--- config.mk ---
export PLATFORM = sky130hd
export DESIGN_NAME = arm_ctrl_seq
export DESIGN_NICKNAME = d
export VERILOG_FILES = /design/src/rtl/arm_ctrl_seq.sv
export SDC_FILE = /design/constraint.sdc
export NUM_CORES = 1
export LEC_CHECK = 0
export ABC_AREA = 1
export CELL_PAD_IN_SITES_DETAIL_PLACEMENT = 2
export CELL_PAD_IN_SITES_GLOBAL_PLACEMENT = 2
export CORE_ASPECT_RATIO = 1.4
export CORE_MARGIN = 2
export CORE_UTILIZATION = 30
export DETAILED_ROUTE_END_ITERATION = 12
export GPL_ROUTABILITY_DRIVEN = 0
export HOLD_SLACK_MARGIN = 0.15
export PLACE_DENSITY_LB_ADDON = 0.1
export SYNTH_ARGS = -nofsm -noshare
export SYNTH_HDL_FRONTEND = slang
export SYNTH_SLANG_ARGS = --single-unit
export TNS_END_PERCENT = 50
--- constraint.sdc ---
create_clock -name clk -period 3.1 [get_ports clk]
set_clock_uncertainty 0.2 [all_clocks]
set_input_delay 0.465 -clock clk [delete_from_list [all_inputs] [get_ports clk]]
set_output_delay 0.465 -clock clk [all_outputs]
set_load 0.1 [all_outputs]
--- src/rtl/arm_ctrl_seq.sv ---
// arm_ctrl_seq -- instruction control sequencer.
// Accepts one decoded instruction at a time in IDLE, then steps it through
// EXEC / MUL / MEM / WB / TRAP and retires it with a one-cycle DONE pulse.
// Ports:
//   clk, rst                 clock, synchronous active-high reset
//   ir, itype, cond_pass     instruction word, decoder class, condition result
//   ir_valid / ir_ready      issue handshake (ready only in IDLE)
//   alu_en, pc_load          ALU/multiplier active, PC load from ALU result
//   mem_req, mem_we, mem_ack memory access request / write / completion
//   rf_we, reg_idx           register-file write strobe and index (also beat index)
//   undef_trap, instr_done   trap pulse, retire pulse
module arm_ctrl_seq #(
    parameter int MUL_CYCLES  = 2,
    parameter int MULL_CYCLES = 3
) (
    input  logic        clk,
    input  logic        rst,
    input  logic [31:0] ir,
    input  logic        ir_valid,
    output logic        ir_ready,
    input  logic [3:0]  itype,
    input  logic        cond_pass,
    output logic        alu_en,
    output logic        mem_req,
    output logic        mem_we,
    input  logic        mem_ack,
    output logic        rf_we,
    output logic [3:0]  reg_idx,
    output logic        pc_load,
    output logic        undef_trap,
    output logic        instr_done
);

    typedef enum logic [2:0] {S_IDLE, S_EXEC, S_MUL, S_MEM, S_WB, S_TRAP, S_DONE} state_t;

    localparam logic [3:0] C_MUL    = 4'd0;
    localparam logic [3:0] C_MULL   = 4'd1;
    localparam logic [3:0] C_BX     = 4'd2;
    localparam logic [3:0] C_SWAP   = 4'd3;
    localparam logic [3:0] C_HALFR  = 4'd4;
    localparam logic [3:0] C_HALFI  = 4'd5;
    localparam logic [3:0] C_SIGNED = 4'd6;
    localparam logic [3:0] C_DP     = 4'd7;
    localparam logic [3:0] C_LDST   = 4'd8;
    localparam logic [3:0] C_BLOCK  = 4'd10;
    localparam logic [3:0] C_BR     = 4'd11;

    state_t      state, state_nx;
    logic [31:0] ir_q;
    logic [3:0]  cls;
    logic [7:0]  cnt;
    logic        phase;     // swap: 0=read, 1=write; long-mul WB: 0=RdLo, 1=RdHi
    logic [15:0] mask;
    logic [3:0]  low_idx;
    logic        is_load, is_cmp, last_beat;
    logic        unused_bits;

    assign is_load     = ir_q[20];
    assign is_cmp      = (ir_q[24:23] == 2'b10);   // opcodes 1000..1011
    assign last_beat   = ((mask & (mask - 16'd1)) == 16'd0);
    assign unused_bits = ^{ir_q[31:25], ir_q[11:0]};

    // lowest set bit of the remaining block-transfer mask
    always_comb begin
        low_idx = 4'd0;
        for (int i = 15; i >= 0; i--)
            if (mask[i]) low_idx = 4'(i);
    end

    // state register
    always_ff @(posedge clk) begin
        if (rst) state <= S_IDLE;
        else     state <= state_nx;
    end

    // latched instruction, counters and mask
    always_ff @(posedge clk) begin
        if (rst) begin
            ir_q  <= '0;
            cls   <= '0;
            cnt   <= '0;
            phase <= 1'b0;
            mask  <= '0;
        end else begin
            case (state)
                S_IDLE: if (ir_valid) begin
                    ir_q  <= ir;
                    cls   <= itype;
                    mask  <= ir[15:0];
                    phase <= 1'b0;
                    cnt   <= (itype == C_MULL) ? 8'(MULL_CYCLES - 1) : 8'(MUL_CYCLES - 1);
                end
                S_MUL: if (cnt != 8'd0) cnt <= cnt - 8'd1;
                // mask only matters for block transfers, phase only for swap;
                // single accesses leave MEM on their one ack.
                S_MEM: if (mem_ack) begin
                    mask  <= mask & (mask - 16'd1);
                    phase <= 1'b1;
                end
                S_WB: phase <= ~phase;
                default: ;
            endcase
        end
    end

    // next state
    always_comb begin
        state_nx = state;
        case (state)
            S_IDLE: if (ir_valid) begin
                if (!cond_pass) state_nx = S_DONE;
                else begin
                    case (itype)
                        C_DP, C_BX, C_BR: state_nx = S_EXEC;
                        C_MUL, C_MULL:    state_nx = S_MUL;
                        C_SWAP, C_HALFR, C_HALFI, C_SIGNED, C_LDST, C_BLOCK:
                                          state_nx = S_MEM;
                        default:          state_nx = S_TRAP;
                    endcase
                end
            end
            S_EXEC: state_nx = (cls == C_DP) ? S_WB : S_DONE;
            S_MUL:  if (cnt == 8'd0) state_nx = S_WB;
            S_MEM: begin
                if (cls == C_BLOCK) begin
                    if (mask == 16'd0 || (mem_ack && last_beat)) state_nx = S_DONE;
                end else if (mem_ack) begin
                    if (cls == C_SWAP) state_nx = phase ? S_WB : S_MEM;
                    else               state_nx = is_load ? S_WB : S_DONE;
                end
            end
            S_WB:   if (!(cls == C_MULL && !phase)) state_nx = S_DONE;
            S_TRAP: state_nx = S_DONE;
            S_DONE: state_nx = S_IDLE;
            default: state_nx = S_IDLE;
        endcase
    end

    // outputs
    always_comb begin
        ir_ready   = (state == S_IDLE);
        alu_en     = 1'b0;
        mem_req    = 1'b0;
        mem_we     = 1'b0;
        rf_we      = 1'b0;
        reg_idx    = 4'd0;
        pc_load    = 1'b0;
        undef_trap = 1'b0;
        instr_done = 1'b0;
        case (state)
            S_EXEC: begin
                alu_en = 1'b1;
                if (cls != C_DP) begin
                    pc_load = 1'b1;
                    if (cls == C_BR && ir_q[24]) begin   // branch-with-link writes LR
                        rf_we   = 1'b1;
                        reg_idx = 4'd14;
                    end
                end
            end
            S_MUL: alu_en = 1'b1;
            S_MEM: begin
                if (cls == C_BLOCK) begin
                    if (mask != 16'd0) begin
                        mem_req = 1'b1;
                        mem_we  = ~ir_q[20];
                        reg_idx = low_idx;
                        rf_we   = is_load & mem_ack & ~rst;
                    end
                end else begin
                    mem_req = 1'b1;
                    mem_we  = (cls == C_SWAP) ? phase : ~ir_q[20];
                end
            end
            S_WB: begin
                rf_we   = 1'b1;
                reg_idx = ir_q[15:12];
                case (cls)
                    C_MUL:  reg_idx = ir_q[19:16];
                    C_MULL: if (phase) reg_idx = ir_q[19:16];
                    C_DP:   rf_we = ~is_cmp;
                    default: ;
                endcase
            end
            S_TRAP: undef_trap = 1'b1;
            S_DONE: instr_done = 1'b1;
            default: ;
        endcase
    end

endmodule

Word-level counts from Yosys, hierarchy flattened
Memories as Yosys holds them, arrays and structs flattened.
Index checks and enable logic that the tools add are counted.

storage, ports and cells
  word-level logic and storage cells = 121
  flip-flop bits (word level) = 57
  ROM bits = 48
  memories = 1
  output and inout bits = 12
  bits of input ports = 41

memory list
  memory            depth  bits a word  rd ports  clocked after memory_dff  write ports  line  text
  (name not given)  16     3            1         0                         0            113   case (itype)

operators by class
  equal/unequal tests = 21
  add/subtract/negate cells = 2
  multiplexer cells = 63
  reduce and logical (&&, ||, !) cells = 21
  bitwise logic cells = 7

operators by type and width
  cell                                                count
  two-way mux 4 bit                                   21
  logical NOT 16 bit                                  2
  two-way mux 16 bit                                  2
  one-hot mux 16 bit (2 select lines)                 1
  two-way mux 3 bit                                   9
  two-way mux 1 bit                                   19
  one-hot mux 3 bit (6 select lines)                  1
  AND 16 bit                                          1
  two-way mux 8 bit                                   2
  one-hot mux 8 bit (2 select lines)                  1
  nonzero test 16 bit                                 1
  subtractor 16 x 1 -> 16 bit, second input constant  1
  one-hot mux 4 bit (3 select lines)                  1
  inequality test 2 bit, second input constant        5
  == test 3 bit, second input constant                3
  AND reduction 3 bit                                 3
  == test 4 x 1 -> 1 bit, second input constant       2
  == test 4 bit, second input constant                2
  logical NOT 8 bit                                   1
  one-hot mux 4 bit (2 select lines)                  1
  nonzero test 8 bit                                  1
  subtractor 8 x 1 -> 8 bit, second input constant    1
  == test 3 x 2 -> 1 bit, second input constant       2
  two-way mux 2 bit                                   3
  19 further kinds                                    28

Longest topological paths before layout
Gate-level depths: netlist (run 1).

  word-level depth = 19
  depth in mapped cells = 17
  gate-level depth less buffers = 17

Least setup slack after synthesis (run 1)
Ideal clock, no wire load.

  kind = reg2out
  start point = register cls[1]
  end point = output reg_idx[2]
  required time = 2435 ps
  slack = -885 ps
  data arrival time = 3320 ps
  path buffers = 0
  cell stages (with the launch flop) = 9
  cell sequence = dfxtp_1 > inv_1 > nor3_2 > inv_1 > nor2_1 > inv_1 > nor2_1 > inv_1 > o311ai_1

on the way
  longest elaborated chain between the ends = 5
  elaborated cells between the ends (all ways) = 11
  those cells by class = eq/ne: 4; mux: 5; reduce/logical: 2

ends and longest elaborated chain
  what                                  line  text
  start, declared                       50    logic [3:0] cls;
  start signal, assigned                88    cls <= itype;
  == test 4 bit                         155   if (cls == C_BR && ir_q[24]) begin
  logical AND 1 bit                     155
  two-way mux 4 bit                     155
  two-way mux 4 bit                     153   if (cls != C_DP) begin
  one-hot mux 4 bit (3 select lines) *  150   case (state)
  end, declared                         28    output logic [3:0] reg_idx,

Mark *: on every way between the ends. The rest lies on a longest branch, timed or not.

Worst setup path after layout (run 1)
  start point = register cls[1]
  end point = output reg_idx[1]

The elaborated chain is that of the path after synthesis.

==> results of run 1 <==
-- cell families (layout without fill, tap and decap cells) --
kind of cell / count (synthesis) / after routing / share of synthesized area (%)
DFF: 43 / 43 / 31.3
AOI/OAI and AO/OA: 103 / 103 / 24.0
and+or+nand+nor: 191 / 191 / 32.7
xor gates and xnor gates: 1 / 1 / 0.319
buffers and inverters: 73 / 118 / 10.8
adders and majority gates: 2 / 2 / 0.910
-- path summary, 6_finish.rpt --
kind,start,depth (start not counted),end,slack [ns]
max,cls[1],9,reg_idx[1],0.22
min,cnt[6],1,cnt[6],0.26
max reg2reg,state[2],8,mask[13],0.96
min reg2reg,cnt[6],1,cnt[6],0.26
-- layer usage --
layer  share of wire (%)  global-route usage [%]  wire, um
met5                   0                       0         0
met3                 2.2                    2.66       207
met4                 1.4                    4.97       135
met2                  56                    41.2      5320
met1                  40                    21.8      3780
-- stage by stage --
stage	instances	total power (uW)	hold WS, ns	utilization [%]
floorplan	413	2550	0.227	-
global placement	557	3120	0.238	37.4
detailed placement	557	3200	0.256	37.4
CTS	565	3750	0.266	39.0
global route	565	4040	0.287	39.1
finish	565	3700	0.262	39.1
-- placed cells by master, fill, tap and decap left out, types with 2 or more instances in the layout --
cell type         n
a211oi_1          6
nand2_2           9
a21oi_1          38
o21ai_0          33
ha_1              2
nor3b_1           2
buf_12            7
clkbuf_16         5
inv_2             7
inv_1            55
nand4_1           3
o211ai_1          2
or2_2             3
buf_4            10
nand2_4           2
clkbuf_1          2
nor3_1            8
nand2_1          73
clkdlybuf4s50_1  31
nor2_1           51
dfxtp_1          43
o21a_1            2
a31oi_1           4
nor2_2            9
a221oi_2          9
nor2_4            4
nand3_1          21
nand3_2           3
-- flip-flops by register name (all words and copies together) (netlist names) --
register  count
phase         1
cls           4
mask         16
cnt           8
state         3
ir_q         11
-- power by group through the flow --
stage / combinational, uW / clock, uW / sequential [uW]
6_report: 2220 / 529 / 947
3_5_place_dp: 2240 / 0 / 961
4_1_cts: 2250 / 548 / 951
3_3_place_gp: 2170 / 0 / 949
2_1_floorplan: 1650 / 0 / 907
5_1_grt: 2490 / 568 / 979
-- cell usage after synthesis, types with 3 or more instances --
| cell | number |
|---|---|
| a211oi_1 | 6 |
| a21oi_1 | 38 |
| a221oi_2 | 9 |
| a31oi_1 | 4 |
| buf_2 | 3 |
| clkbuf_1 | 4 |
| dfxtp_1 | 43 |
| inv_1 | 55 |
| inv_2 | 7 |
| nand2_1 | 73 |
| nand2_2 | 9 |
| nand3_1 | 21 |
| nand3_2 | 3 |
| nand4_1 | 3 |
| nor2_1 | 51 |
| nor2_2 | 9 |
| nor2_4 | 4 |
| nor3_1 | 8 |
| o21ai_0 | 33 |
| or2_2 | 3 |
-- cell type report --
class                      count  share of cell area, %
clock buffer                   7                   3.77
clock inverter                 1                  0.142
inverter                      62                   6.62
multi-input combinational    297                   46.2
sequential                    43                   24.5
tap                          107                   3.81
timing repair buffer          48                   15.0
-- what timing repair did --
action	CTS	global route
hold endpoints to repair	0	0
gates resized for setup	0	2
hold buffers	0	0
setup endpoints to repair	0	2
-- critical path, stage by stage, from the launching register on --
cell and delay [ns]:
dfxtp_1 0.38, inv_1 0.10, nor3_4 0.23, inv_1 0.10
nor2_1 0.19, inv_1 0.06, nor2_1 0.13, inv_1 0.12
o311ai_2 0.37, buf_12 0.23
==> results_dict.tcl, run 1 <==
set metrics [dict create \
    cts-root-buf "clkbuf_16" \
    worstMarginPinSlew_ns 0.593 \
    p_sw_uw 1950 \
    synth_top_cell_area_share_pct 31.3 \
    critical_path_class "register to output pin" \
    design_area_um2 3510 \
    period_share_pct 92.8 \
    rsz0062_at_grt "no" \
    fill_cells 1082 \
    cts_buffer_depth 2 \
    syn-cell-area_um2 2750 \
    postCtsSetupRepairBufs 0 \
    ys_seq_area_share_pct 31.3 \
    fp.dieW_um 84.9 \
    final.setup.tns_ns 0 \
    antenna_found_initial 0 \
    grt_pass1_wl_mm 15.8 \
    clock_sinks 43 \
    avgSynthCellArea_um2 6.66 \
    multi_input_area_um2 1620 \
    synthCells 413 \
    hold_viol_final 0 \
    final_nets 500 \
    firstDrtPassIters 4 \
    max_cap_violations 0 \
    vias_per_cell 5.13 \
    async_reset_ff_share_pct 0 \
    dieArea_um2 9960 \
    vias 2899 \
    start_util_pct 30.6 \
    drt_iter0_markers 63 \
    pwr-share-seq_pct 25.6 \
    synth_cell_types 39 \
    synth-edff-count 0 \
    synth_area_leaders "dfxtp_1 31%, nand2_1 10%, inv_1 7.5%" \
    htree_levels 2 \
    cp_max_fo 4 \
    overflow 0 \
    p_per_area_nw_per_um2 1050 \
    wl_per_cell_um 16.7 \
    switching_share_pct 52.7 \
    p_int_uw 1750 \
    syn_to_final_growth_pct 27.8 \
    portBuffers 43 \
    slew_viol_final 0 \
    p_comb_share_pct 60.1 \
    drive_gt1_share_pct 15.9 \
    first_global_vias 3205 \
    grtUsageTotal_pct 20.2 \
    crit_path_start_kind "register" \
    antenna_left 0 \
    status "complete, no violations" \
    place_ws_ns 0.451 \
    hp-class "register to register" \
    yosys_register_bits 43 \
    p_leak_uw 0.00148 \
    insertion_delay_ns 0.29 \
    hpwl_mm 7.49 \
    drc 0 \
    synth_top_flop_cell "dfxtp_1" \
    cp.required_ns 2.43 \
    max_slew_margin_pct 60.5 \
    wl_mm 9.45 \
    fin_crit_ns 2.88 \
    regArea_um2 861 \
    clk_pin_slew_worst_paths_ns 0.07 \
    cts_buffers 5 \
    max-vdd-ir-drop_mv 0.625 \
    fp-row-count 41 \
    fin_ws_ns 0.224 \
    setup_viol 0 \
    p_clk_share_pct 14.3 \
    arrival_ns 2.21 \
    dieHeight_um 117 \
    max_freq_mhz 348 \
    grt_max_degree 26 \
    synth_top_cell_by_area "dfxtp_1" \
    core-area_um2 8980 \
    ios 53 \
    num_antenna_cells 0 \
    cp-end-kind "output pin" \
    postSynthNetCount 456 \
    synth_warnings 0 \
    place_area_um2 3360 \
    cts_tree "yes" \
]
No activity file was read; power rests on OpenSTA's default activity.
==> run 2, diff against run 1 <==
--- a/config.mk
+++ b/config.mk
@@ -8,7 +8,6 @@
 export ABC_AREA = 1
 export CELL_PAD_IN_SITES_DETAIL_PLACEMENT = 2
 export CELL_PAD_IN_SITES_GLOBAL_PLACEMENT = 2
-export CORE_ASPECT_RATIO = 1.4
 export CORE_MARGIN = 2
 export CORE_UTILIZATION = 30
 export DETAILED_ROUTE_END_ITERATION = 12
==> run 2 against run 1 <==
Net effect:
- non-clock buffer count is 1 lower
- sequential cell count did not move
- clock power down 26%
- die area down 0.11%
- wire length is 1.9% lower
- clock-buffer cell count is 2 lower
- worst setup slack lost 0.0048 ns
- maximum frequency down 0.17%
- combinational power about the same
- critical path type unchanged
- critical endpoint is now reg_idx[0]
==> results_dict.tcl, run 2 (synthesis gave the netlist of run 1 again) <==
set metrics [dict create \
    total_power_uw 3560 \
    postCtsSetupRepairBufs 0 \
    ios 53 \
    syn_to_final_growth_pct 26.5 \
    overflow 0 \
    largest_reg_flops 16 \
    p_per_area_nw_per_um2 1020 \
    dieArea_um2 9950 \
    clock_sinks 43 \
    core-area_um2 8810 \
    cp-end-kind "output pin" \
    period_share_pct 92.9 \
    critical_path_class "register to output pin" \
    vias_per_cell 5.09 \
    max-vdd-ir-drop_mv 0.333 \
    firstDrtPassIters 4 \
    status "complete, no violations" \
    fill_cells 1081 \
    fp.dieW_um 99.7 \
    hp-class "register to register" \
    hpwl_mm 7.27 \
    top_regs "mask (16), ir_q (11), cnt (8)" \
    drive_gt1_share_pct 16.6 \
    arrival_ns 2.22 \
    wl_mm 9.27 \
    drt_iter0_markers 61 \
    final.setup.tns_ns 0 \
    fin_crit_ns 2.88 \
    cp_max_fo 6 \
    vias 2874 \
    postCtsResizedCells 0 \
    first_global_vias 3023 \
    cts_buffer_depth 2 \
    stdcell_count 565 \
    placed_cells 557 \
    htree_levels 2 \
    fp-row-count 34 \
    worstMarginPinSlew_ns 0.537 \
    max_cap_violations 0 \
    grt_pass1_wl_mm 15.6 \
    p_leak_uw 0.00145 \
    max_slew_margin_pct 64.2 \
    cp.required_ns 2.43 \
    cts-root-buf "clkbuf_8" \
    wl_per_cell_um 16.4 \
    drc 0 \
    postCtsHoldBufs 0 \
    grtUsageTotal_pct 19.7 \
    num_antenna_cells 0 \
    cts_tree "yes" \
    holdWs_ns 0.267 \
    max_freq_mhz 347 \
    hold_viol_final 0 \
    r2r_cells 8 \
    clk_pin_slew_worst_paths_ns 0.09 \
    layout_common_cells "73 x nand2_1, 55 x inv_1, 50 x nor2_1, 42 x dfxtp_1, 38 x a21oi_1" \
    final_nets 499 \
    rsz0062_at_grt "no" \
    dieHeight_um 99.7 \
    hold_depth 2 \
    setup_viol 0 \
    portBuffers 43 \
    antenna_left 0 \
    grt_max_degree 26 \
    largest_register "mask" \
    regArea_um2 862 \
    insertion_delay_ns 0.31 \
    crit_path_start_kind "register" \
    layout_commonest_cell "nand2_1" \
    multi_input_area_um2 1640 \
    start_util_pct 31.2 \
    slew_viol_final 0 \
    cts_buffers 5 \
    antenna_found_initial 0 \
]
run 2: changes by cell type in the layout (fill, tap and decap cells not counted), sizes merged:
cell and delta:
buf -1, clkinvlp +1, clkinv +1, clkbuf -2
run 2: area by class of cell:
class	count	area share [%]
multi-input cells	297	47.1
flip-flops and latches	43	24.8
repair buffers	47	14.9
inverters	62	6.69
well taps	108	3.88
clock buffers	5	1.98
clock inverters	3	0.719
run 2: per-layer routing:
layer  up-vias  global-route usage, %  part of all wire, %
met5         -                      0                    0
met4         0                   3.48                 0.76
met3         5                   2.60                  2.0
met2        29                   35.4                   51
met1      1392                   25.3                   47
li1       1448                      -                    -
run 2: final timing paths:
kind / from / to / slack [ns]
max: mask[4] / reg_idx[0] / 0.22
min: ir_q[16] / ir_q[16] / 0.27
max reg2reg: state[1] / mask[10] / 0.74
min reg2reg: ir_q[16] / ir_q[16] / 0.27
run 2: critical path, stage by stage, from the launching register on:
cell and delay (ns):
dfxtp_1 0.38, nor2_2 0.18, nand2_2 0.12, nor2_2 0.15, nand2_2 0.08, nor2_1 0.24, nor2_1 0.11, inv_1 0.18
nor2_1 0.07, nand2_1 0.09, nand2_1 0.11, buf_12 0.19
run 2: where the power goes:
group          switching [uW]  internal (uW)
sequential                196            756
clock                     227            162
combinational            1530            687
total                    1950           1600
run 2: metrics by stage:
step	cell area [um2]	setup WS [ns]	utilization, %
2_1_floorplan	2770	-0.718	-
3_3_place_gp	3350	0.445	38.1
3_5_place_dp	3350	0.342	38.1
4_1_cts	3450	0.0815	39.2
5_1_grt	3480	0.0364	39.5
6_report	3480	0.219	39.5
